$ cat config.mk
export PLATFORM = sky130hd
export DESIGN_NAME = des_key_schedule
export DESIGN_NICKNAME = d
export VERILOG_FILES = /design/src/rtl/des_key_schedule.sv
export SDC_FILE = /design/constraint.sdc
export NUM_CORES = 1
export LEC_CHECK = 0
export BUFFER_PORTS_ARGS = -buffer_cell sky130_fd_sc_hd__buf_4
export CORE_ASPECT_RATIO = 1.5
export CORE_UTILIZATION = 33
export CTS_CLUSTER_DIAMETER = 80
export CTS_CLUSTER_SIZE = 8
export DETAILED_ROUTE_END_ITERATION = 10
export SYNTH_ARGS = -nofsm -noshare
export SYNTH_HDL_FRONTEND = slang
export SYNTH_SLANG_ARGS = --single-unit
$ cat constraint.sdc
create_clock -name clk -period 4.9 [get_ports clk]
set_input_delay 0.735 -clock clk [delete_from_list [all_inputs] [get_ports clk]]
set_output_delay 0.735 -clock clk [all_outputs]
set_load 0.02 [all_outputs]
$ cat src/rtl/des_key_schedule.sv
// DES round-key generator: loads a PC-1 key and issues the 16 PC-2 subkeys.
// Ports: clk/rst, key_in/decrypt/key_valid/key_ready load side, flush abort,
//   subkey/subkey_round/subkey_last/subkey_valid/subkey_ready issue side.
module des_key_schedule #(
    parameter bit BACK_TO_BACK = 1'b1
) (
    input  logic        clk,
    input  logic        rst,
    input  logic [55:0] key_in,
    input  logic        decrypt,
    input  logic        key_valid,
    output logic        key_ready,
    input  logic        flush,
    output logic [47:0] subkey,
    output logic [3:0]  subkey_round,
    output logic        subkey_last,
    output logic        subkey_valid,
    input  logic        subkey_ready
);

    localparam logic [0:0] S_IDLE = 1'b0;
    localparam logic [0:0] S_RUN  = 1'b1;

    // Entry j selects DES bit PC2[j] of C||D for subkey bit j+1.
    localparam int unsigned PC2 [48] = '{
        14, 17, 11, 24,  1,  5,
         3, 28, 15,  6, 21, 10,
        23, 19, 12,  4, 26,  8,
        16,  7, 27, 20, 13,  2,
        41, 52, 31, 37, 47, 55,
        30, 40, 51, 45, 33, 48,
        44, 49, 39, 56, 34, 53,
        46, 42, 50, 36, 29, 32
    };

    logic [0:0]  state;
    logic [55:0] cd;
    logic [3:0]  round;
    logic        mode;

    logic        load;
    logic        beat;
    logic [3:0]  next_round;
    logic        two;
    logic [55:0] step_cd;
    logic [55:0] load_cd;

    // Left rotate: new[i] = old[i+s]; index 0 is the first DES bit.
    function automatic logic [27:0] rotl(
        input logic [27:0] v,
        input logic        by2
    );
        return by2 ? {v[1:0], v[27:2]} : {v[0], v[27:1]};
    endfunction

    function automatic logic [27:0] rotr(
        input logic [27:0] v,
        input logic        by2
    );
        return by2 ? {v[25:0], v[27:26]} : {v[26:0], v[27]};
    endfunction

    assign beat       = subkey_valid & subkey_ready;
    assign load       = key_valid & key_ready;
    assign next_round = round + 4'd1;

    // Both directions shift by one entering rounds 1, 8 and 15, else by two.
    assign two = !(next_round == 4'd1 ||
                   next_round == 4'd8 ||
                   next_round == 4'd15);

    always_comb begin
        step_cd = {rotl(cd[55:28], two), rotl(cd[27:0], two)};
        if (mode) begin
            step_cd = {rotr(cd[55:28], two), rotr(cd[27:0], two)};
        end
    end

    // Decrypt starts from C16D16, which equals the unrotated key.
    always_comb begin
        load_cd = {rotl(key_in[55:28], 1'b0), rotl(key_in[27:0], 1'b0)};
        if (decrypt) begin
            load_cd = key_in;
        end
    end

    always_comb begin
        key_ready = (state == S_IDLE);
        if (BACK_TO_BACK && state == S_RUN &&
            round == 4'd15 && subkey_ready) begin
            key_ready = 1'b1;
        end
        if (flush) begin
            key_ready = 1'b0;
        end
    end

    always_ff @(posedge clk) begin
        if (rst) begin
            state <= S_IDLE;
            cd    <= '0;
            round <= '0;
            mode  <= 1'b0;
        end else if (flush) begin
            state <= S_IDLE;
            round <= '0;
        end else if (load) begin
            state <= S_RUN;
            cd    <= load_cd;
            round <= '0;
            mode  <= decrypt;
        end else if (beat) begin
            if (round == 4'd15) begin
                state <= S_IDLE;
                round <= '0;
            end else begin
                round <= next_round;
                cd    <= step_cd;
            end
        end
    end

    always_comb begin
        subkey = '0;
        for (int j = 0; j < 48; j++) begin
            subkey[j] = cd[6'(PC2[j] - 1)];
        end
    end

    assign subkey_valid = (state == S_RUN);
    assign subkey_round = round;
    assign subkey_last  = (state == S_RUN) && (round == 4'd15);

endmodule

# Word-level counts from Yosys, hierarchy flattened
# Cells that the tools add are included.
dict set report totals {
  latchBits 0
  romBits 0
  mem_count 0
  input_bits 62
  reg_bits 62
  ramBits 0
  wordCells 40
}
dict set report op_classes {
  n_bitwise 4
  div_mod_pow 0
  n_shift 0
  add_sub_neg 1
  n_reduce_logical 11
  order_cmp 0
  n_eq_ne 5
  n_mux 15
  mul 0
}
# operator count
set ops {}
lappend ops {{2-to-1 mux 56 bit} 5}
lappend ops {{2-to-1 mux 28 bit} 4}
lappend ops {{== test 4 bit, second input constant} 3}
lappend ops {{2-to-1 mux 1 bit} 5}
lappend ops {{adder 4 x 1 -> 4 bit, second input constant} 1}
lappend ops {{== test 4 x 1 -> 1 bit, second input constant} 1}
lappend ops {{2-to-1 mux 4 bit} 1}
lappend ops {{AND reduction 2 bit} 2}
lappend ops {{nonzero test 2 bit} 2}
lappend ops {{AND reduction 3 bit} 1}
lappend ops {{OR reduction 3 bit} 1}
lappend ops {{AND 1 bit} 2}
lappend ops {{logical AND 1 bit} 2}
lappend ops {{logical OR 1 bit} 2}
lappend ops {{!= test 2 bit, second input constant} 1}
lappend ops {{inverter 1 bit} 2}
lappend ops {{OR reduction 2 bit} 1}

# Logic depth before layout (Yosys ltp)
# Gate-level depths: netlist of run 1.
dict set report depth {
  depth_word 9
  ltp_mapped 9
}

# Worst setup path after synthesis of run 1
# No wires, ideal clock.
dict set report synth_timing {
  path_kind {flip-flop to output port}
  start {register round[1] (netlist: subkey_round[1])}
  end {output port key_ready}
  required_time_ps 4165
  path_slack_ps 2703
  n_path_buf 1
  path_stages_with_launch 5
  t_arrival_ps 1462
  path_cell_list {dfxtp_1 > ha_1 > buf_6 > nand4_2 > a21oi_1}
}
dict set report synth_via {
  elab_chain_cells 5
}
# element line
set synth_rtl {}
lappend synth_rtl {{from (decl)} 38} ;# logic [3:0] round;
lappend synth_rtl {{from (signal assigned)} 117} ;# round <= next_round;
lappend synth_rtl {{== test 4 bit} 90} ;# round == 4'd15 && subkey_ready) begin
lappend synth_rtl {{logical AND 1 bit} 89} ;# if (BACK_TO_BACK && state == S_RUN &&
lappend synth_rtl {{logical AND 1 bit} 90}
lappend synth_rtl {{2-to-1 mux 1 bit} 89}
lappend synth_rtl {{2-to-1 mux 1 bit} 93} ;# if (flush) begin
lappend synth_rtl {{to (decl)} 12} ;# output logic key_ready,
# Every way passes these cells.

# Worst setup path after layout of run 1
dict set report layout_timing {
  start {register round[1] (netlist: subkey_round[1])}
  end {register cd[8]}
}
dict set report layout_via {
  elab_chain_cells 9
}
# element line
set layout_rtl {}
lappend layout_rtl {{adder 4 x 1 -> 4 bit} 65} ;# assign next_round = round + 4'd1;
lappend layout_rtl {{== test 4 x 1 -> 1 bit or == test 4 bit (tied branches)} {68, 69}}
lappend layout_rtl {{logical OR 1 bit} 68} ;# assign two = !(next_round == 4'd1 ||
lappend layout_rtl {{logical OR 1 bit} 69} ;# next_round == 4'd8 ||
lappend layout_rtl {{2-to-1 mux 28 bit, on equally long branches} {53, 60}}
lappend layout_rtl {{2-to-1 mux 56 bit} 74} ;# if (mode) begin
lappend layout_rtl {{2-to-1 mux 56 bit} 113} ;# if (round == 4'd15) begin
lappend layout_rtl {{2-to-1 mux 56 bit} 112} ;# end else if (beat) begin
lappend layout_rtl {{2-to-1 mux 56 bit} 107} ;# end else if (load) begin
lappend layout_rtl {{to (signal assigned)} 109} ;# cd <= load_cd;
lappend layout_rtl {{to (signal assigned)} 118} ;# cd <= step_cd;
lappend layout_rtl {{to (decl)} 37} ;# logic [55:0] cd;
# Several ways; a longest one is shown, not always the timed one. The select of a mux whose other input is x is not followed.
# A chain may end at the register's enable or synchronous reset.

==> results of run 1 <==
how the worst max path moves through the flow:
| stage | from | endpoint | slack [ps] | cells past startpoint |
|---|---|---|---|---|
| detailed placement | subkey_round[1] | cd[55] | 1790 | 7 |
| global route | subkey_round[1] | cd[43] | 1560 | 7 |
| CTS | subkey_round[1] | cd[55] | 1770 | 7 |
| finish | subkey_round[1] | cd[8] | 1720 | 7 |
| global placement | subkey_round[0] | cd[8] | 1830 | 7 |
| floorplan | subkey_round[1] | key_ready | 2700 | 4 |
logic make-up (layout without fill, tap and decap cells):
logic type      Yosys count  after routing
compound gates          300            300
xor+xnor                  1              1
fa+ha+maj                 3              3
buf+inv                 120            144
flops                    62             62
mux                      57             57
simple gates            146            146
routing by layer:
layer,vias up,wire [um],GRT usage [%]
met5,-,0,0
met4,0,643,11.0
met3,49,1200,3.14
met2,253,9530,37.9
met1,2739,7720,26.6
li1,2630,-,-
power breakdown:
part,internal (mW),switching [mW],leakage (nW)
Combinational,0.182,0.213,1.56
Clock,0.367,0.240,0.133
Sequential,0.544,0.0571,0.511
final cells by class:
class	count	area, um^2
Fill cell	1756	9990
Multi-Input combinational cell	507	3560
Sequential cell	62	1240
Timing Repair Buffer	123	923
Clock buffer	14	264
Tap cell	206	258
Inverter	6	22.5
Clock inverter	1	5.00
metrics by stage:
step           power, mW  instances  area (um^2)  setup WS [ps]
2_1_floorplan      0.884        689         5500           2700
4_1_cts             1.61        919         6270           1770
6_report            1.60        919         6270           1720
5_1_grt             1.66        919         6270           1560
3_3_place_gp        1.00        904         6010           1830
3_5_place_dp        1.00        904         6010           1790
state kept, by name (all words and copies together), names as in the netlist:
signal        flops
subkey_round      4
subkey_valid      1
mode              1
cd               56
cells in the final DEF (no fill, tap or decap), types with 3 or more instances in the layout:
cell       synthesis  layout
a21o_1            49      49
a21oi_1           17      17
a22oi_1           17      17
a2bb2oi_1          6       6
a311oi_1          31      31
a311oi_2           5       5
a31oi_1           16      16
a32oi_1            3       3
and3_1             5       5
buf_4             54     123
clkbuf_1          33       3
clkbuf_16          0       9
dfxtp_1           62      62
ha_1               3       3
inv_1              6       6
mux2_2            54      54
mux2i_1            3       3
nand2_1           28      28
nand3_1           57      57
nor2_1            40      40
o211ai_1           5       5
o21ai_0          106     106
o221a_2            7       7
o221ai_1           4       4
o22a_1            14      14
o2bb2a_1           3       3
worst max-delay path: stages, from the launching register on:
cell and delay (ps):
dfxtp_1 460, ha_1 380, nand3_1 220, o311ai_4 140, buf_4 530, nand2_1 610
o2bb2a_1 510, a311oi_1 230
==> flow_summary_export.csv, run 1 <==
group,metric,value,unit
global_routing,grt_overflow,0,
clock_network,clkTransAtPathRegs,60,ps
floorplanning,io_pins,117,
setup_path,crit-reg2reg-capture,"cd[8]",
logic_synthesis,synth_top_family_by_area,"compound AO/OA/AOI/OAI gates",
logic_synthesis,ys_seq_elements,62,
detailed_routing,firstDrtPassIters,5,
logic_synthesis,syn-num-nets,754,
clock_network,tritoncts,"yes",
detailed_routing,routedWlPerCell,20.8,um
sta,worstMarginPinSlew,1160,ps
placement,io_buffers,116,
detailed_routing,wirelength,19100,um
floorplanning,fp.dieArea,0.0172,mm^2
setup_path,cp_data_arrival_time,3430,ps
sta,slew_viol_final,0,
setup_path,critPathKind,"flip-flop to flip-flop",
logic_synthesis,post-synth-top-count-cell,"o21ai_0",
placement,gp_congestion,0.876,
placement,hpwl,12300,um
sta,min_period,3180,ps
floorplanning,die_h,160,um
pwr,p_per_area,255,mW/mm^2
flow_run,cap_viol_max_count,0,
logic_synthesis,async_flop_share,0,%
clock_network,clockBufferDepth,2,
finish,final_nets,774,
hold_path,min_to,"cd[21]",
logic_synthesis,synth-edff-count,0,
detailed_routing,route.detailed.drc,0,
sta,finalSetupViolCount,0,
sta,tns,0,ps
detailed_routing,drt.antenna.violating_nets,0,
setup_path,crit_path_max_fanout,51,
clock_network,cts.htree.levels,3,
logic_synthesis,ys_seq_area_share,22.6,%
logic_synthesis,ys_warn_count,0,
global_routing,grt_pass1_wl,30100,um
sta,finClkSkew,6.77,ps
hold_path,hold_class,"flip-flop to flip-flop",
sta,hold_viol,0,
global_routing,antenna_found_initial,0,
clock_network,clockRootBuffer,"clkbuf_16",
logic_synthesis,synth.area.top_cells,"dfxtp_1 (23%), mux2_2 (11%), o21ai_0 (9.6%), buf_4 (7.4%), a21o_1 (6.7%)",
finish,syn2layout_area_growth,14.1,%
setup_path,r2r_slack,1720,ps
sta,max_freq,314,MHz
logic_synthesis,syn_inst,689,
clock_network,ctsResizeCount,0,
logic_synthesis,synthMuxAreaShare,11.6,%
setup_path,r2r_cells,7,
setup_path,endpoint_kind,"flip-flop",
pwr,ir_drop,0.156,mV
setup_path,r2r-start,"subkey_round[1]",
clock_network,clock_sinks,62,
global_routing,grt_pass1_vias,5675,
floorplanning,chipWidth,107,um
clock_network,cts_setup_buffers,0,
finish,antenna_cells,0,
floorplanning,start_util,33.8,%
sta,rsz0062_at_grt,"false",
global_routing,grt_max_degree,62,
logic_synthesis,ys.flop_type,"dfxtp_1",
hold_path,whs_path_depth,2,
detailed_routing,vias,5671,
sta,whs,519,ps
clock_network,cts_buffers,9,
logic_synthesis,synthXorXnorAreaFrac,0.159,%
global_routing,grt_usage,22.1,%
floorplanning,rows,57,
logic_synthesis,syn_avg_cell_area,7.98,um^2
finish,final_util,38.6,%
setup_path,required,5150,ps
run_status,run_status,"complete, no violations",
hold_path,min_from,"cd[21]",
finish,drive_above_1_share,30.3,%
setup_path,start_kind,"flip-flop",
floorplanning,core,0.0163,mm^2
detailed_routing,vias_per_cell,6.17,
logic_synthesis,yosysTopAreaCell,"dfxtp_1",
clock_network,clk_latency,340,ps
logic_synthesis,synth_compound_area_share,38.8,%
logic_synthesis,synth-adder-area-share,0.682,%
clock_network,cts-hold-fix-buffers,0,
logic_synthesis,synth.distinct_cells,57,
sta,slew_headroom,22.4,%
pwr,p_leak,2.20,nW
sta,finalCritPeriodShare,64.9,%
detailed_routing,drt_iter0_markers,419,
logic_synthesis,yosys.area_share.simple,13.2,%
logic_synthesis,synth_top_area_share,22.6,%
logic_synthesis,netlist_area,0.00550,mm^2
logic_synthesis,netlist_top_cells_count,"o21ai_0 (106), dfxtp_1 (62), nand3_1 (57), buf_4 (54), mux2_2 (54)",
Power figures use the tool's default switching activity.
==> run 2, diff against run 1 <==
--- a/config.mk
+++ b/config.mk
@@ -5,6 +5,7 @@
 export SDC_FILE = /design/constraint.sdc
 export NUM_CORES = 1
 export LEC_CHECK = 0
+export ABC_AREA = 1
 export BUFFER_PORTS_ARGS = -buffer_cell sky130_fd_sc_hd__buf_4
 export CORE_ASPECT_RATIO = 1.5
 export CORE_UTILIZATION = 33
==> constraint.sdc (replaced) <==
create_clock -name clk -period 3 [get_ports clk]
set_input_delay 0.45 -clock clk [delete_from_list [all_inputs] [get_ports clk]]
set_output_delay 0.45 -clock clk [all_outputs]
set_load 0.02 [all_outputs]
==> flow_summary_export.csv, run 2 <==
group,metric,value,unit
run_status,run_status,"complete, no violations",
sta,worstMarginPinSlew,779,ps
logic_synthesis,yosysTopAreaCell,"nand2_1",
pwr,p_per_area,383,mW/mm^2
logic_synthesis,async_flop_share,0,%
floorplanning,die_h,172,um
logic_synthesis,synth.distinct_cells,23,
global_routing,grt_overflow,0,
finish,final_common_cell,"nand2_1",
sta,finClkSkew,8.75,ps
setup_path,cp_data_arrival_time,2520,ps
clock_network,clk_latency,340,ps
global_routing,grt_usage,20.2,%
clock_network,cts_buffers,9,
pwr,ir_drop,0.243,mV
clock_network,tritoncts,"yes",
finish,drive_above_1_share,13.2,%
floorplanning,start_util,34.0,%
sta,rsz0062_at_grt,"false",
clock_network,cts_setup_buffers,0,
clock_network,clockRootBuffer,"clkbuf_16",
sta,min_period,2280,ps
global_routing,antenna_found_initial,0,
detailed_routing,drt.antenna.violating_nets,0,
logic_synthesis,synth_top_area_share,27.7,%
detailed_routing,firstDrtPassIters,5,
logic_synthesis,ys_seq_elements,62,
finish,largest_register_ffs,56,
sta,finalSetupViolCount,0,
sta,finalCritPeriodShare,76.1,%
detailed_routing,routedWlPerCell,13.1,um
sta,tns,0,ps
setup_path,crit_path_max_fanout,53,
logic_synthesis,syn_inst,1199,
placement,io_buffers,116,
logic_synthesis,ys.flop_type,"dfxtp_1",
detailed_routing,route.detailed.drc,0,
floorplanning,chipWidth,115,um
detailed_routing,vias_per_cell,4.79,
finish,largest_register,"cd",
flow_run,cap_viol_max_count,0,
setup_path,r2r_cells,13,
placement,placed_area,0.00690,mm^2
clock_network,clkTransAtPathRegs,60,ps
finish,fillers,2162,
global_routing,grt_pass1_wl,31500,um
sta,max_freq,438,MHz
logic_synthesis,ys_warn_count,0,
pwr,p_leak,4.56,nW
logic_synthesis,syn_avg_cell_area,5.27,um^2
sta,slew_headroom,48.1,%
floorplanning,fp.dieArea,0.0197,mm^2
clock_network,cts.htree.levels,3,
sta,hold_viol,0,
logic_synthesis,syn-num-nets,1264,
detailed_routing,vias,7061,
clock_network,cts-hold-fix-buffers,0,
setup_path,required,3240,ps
sta,slew_viol_final,0,
setup_path,critPathKind,"flip-flop to flip-flop",
finish,final_cell_mix,"nand2_1 (463), inv_1 (214), buf_4 (132), nand3_1 (115), o21ai_0 (104)",
logic_synthesis,post-synth-top-count-cell,"nand2_1",
hold_path,hold_class,"input pin to flip-flop",
hold_path,whs_path_depth,2,
logic_synthesis,synth-edff-count,0,
setup_path,start_kind,"flip-flop",
floorplanning,rows,61,
detailed_routing,wirelength,19300,um
clock_network,clock_sinks,62,
floorplanning,io_pins,117,
logic_synthesis,synth.area.top_cells,"nand2_1 (28%), dfxtp_1 (20%), inv_1 (13%), nand3_1 (9.1%), o21ai_0 (8.2%)",
global_routing,grt_pass1_vias,6591,
logic_synthesis,ys_seq_area_share,19.6,%
placement,hpwl,13900,um
clock_network,ctsResizeCount,0,
global_routing,grt_max_degree,100,
finish,antenna_cells,0,
floorplanning,core,0.0186,mm^2
detailed_routing,drt_iter0_markers,486,
finish,final_nets,1283,
logic_synthesis,netlist_top_cells_count,"nand2_1 (466), inv_1 (215), nand3_1 (115), o21ai_0 (104), dfxtp_1 (62)",
clock_network,clockBufferDepth,2,
placement,gp_congestion,0.927,
finish,final_area,0.00720,mm^2
logic_synthesis,netlist_area,0.00632,mm^2
setup_path,endpoint_kind,"flip-flop",
finish,syn2layout_area_growth,13.8,%
[run 2: changes by cell type after synthesis, sizes merged, moves of 36 or more]
cell    before  now
nand2       29  470
inv          6  217
nand3       57  116
nand4        1   58
mux2        54    0
a21o        49    0
a311oi      36    0
nor2        41    5
[run 2: kinds of logic after synthesis]
logic type                 count (synthesis)  share of synthesized area [%]
adders and majority gates                  3                          0.594
and+or+nand+nor                          649                           43.6
DFF                                       62                           19.6
buffers and inverters                    365                           26.6
AOI/OAI and AO/OA                        120                           9.62
[run 2: area by class of cell]
type                            count  area [um^2]  share of cell area (%)
Tap cell                          252          315                    4.38
Sequential cell                    62         1240                    17.2
Inverter                          239          897                    12.5
Clock inverter                      7         72.6                    1.01
Timing Repair Buffer              134         1030                    14.3
Clock buffer                        9          225                    3.13
Multi-Input combinational cell    772         3410                    47.4
[run 2: path summary, 6_finish.rpt]
kind                                      start         endpoint  slack, ps
worst max-delay path            subkey_round[0]            cd[8]        720
worst min-delay path                        rst     subkey_valid        300
worst max register to register  subkey_round[0]            cd[8]        720
worst min register to register  subkey_round[1]  subkey_round[1]        570
[run 2: layer usage]
layer  share of wire (%)  GRT usage, %  wire [um]
met1                  40          21.7       7680
met2                  52          38.1      10100
met4                 3.2          8.81        625
met3                 4.5          3.38        858
met5                   0             0          0
[run 2: power by group]
group / internal (mW) / switching [mW] / leakage, nW
clock: 0.644 / 0.431 / 0.142
sequential: 0.882 / 0.0654 / 0.510
combinational: 0.281 / 0.452 / 3.91
total: 1.81 / 0.948 / 4.56
[run 2: worst max-delay path, cell delays in order (launching register included)]
cell	delay, ps
dfxtp_1	470
ha_1	230
nand2_2	90
nor2_2	130
nand2_2	90
nand2_4	70
nand3_4	100
nand2_4	420
buf_12	260
nand2_1	70
inv_1	60
nand3_1	70
nand2_1	60
inv_1	30
[run 2: stage by stage]
stage          cells  power, mW  utilization, %  setup WS (ps)  hold slack [ps]
2_1_floorplan   1199       1.50               -           1090              523
3_3_place_gp    1459       1.70            37.0            773              550
3_5_place_dp    1459       1.70            37.0            702              561
4_1_cts         1475       2.78            38.6            685              292
5_1_grt         1475       2.92            38.6            490              293
6_report        1475       2.76            38.6            717              300
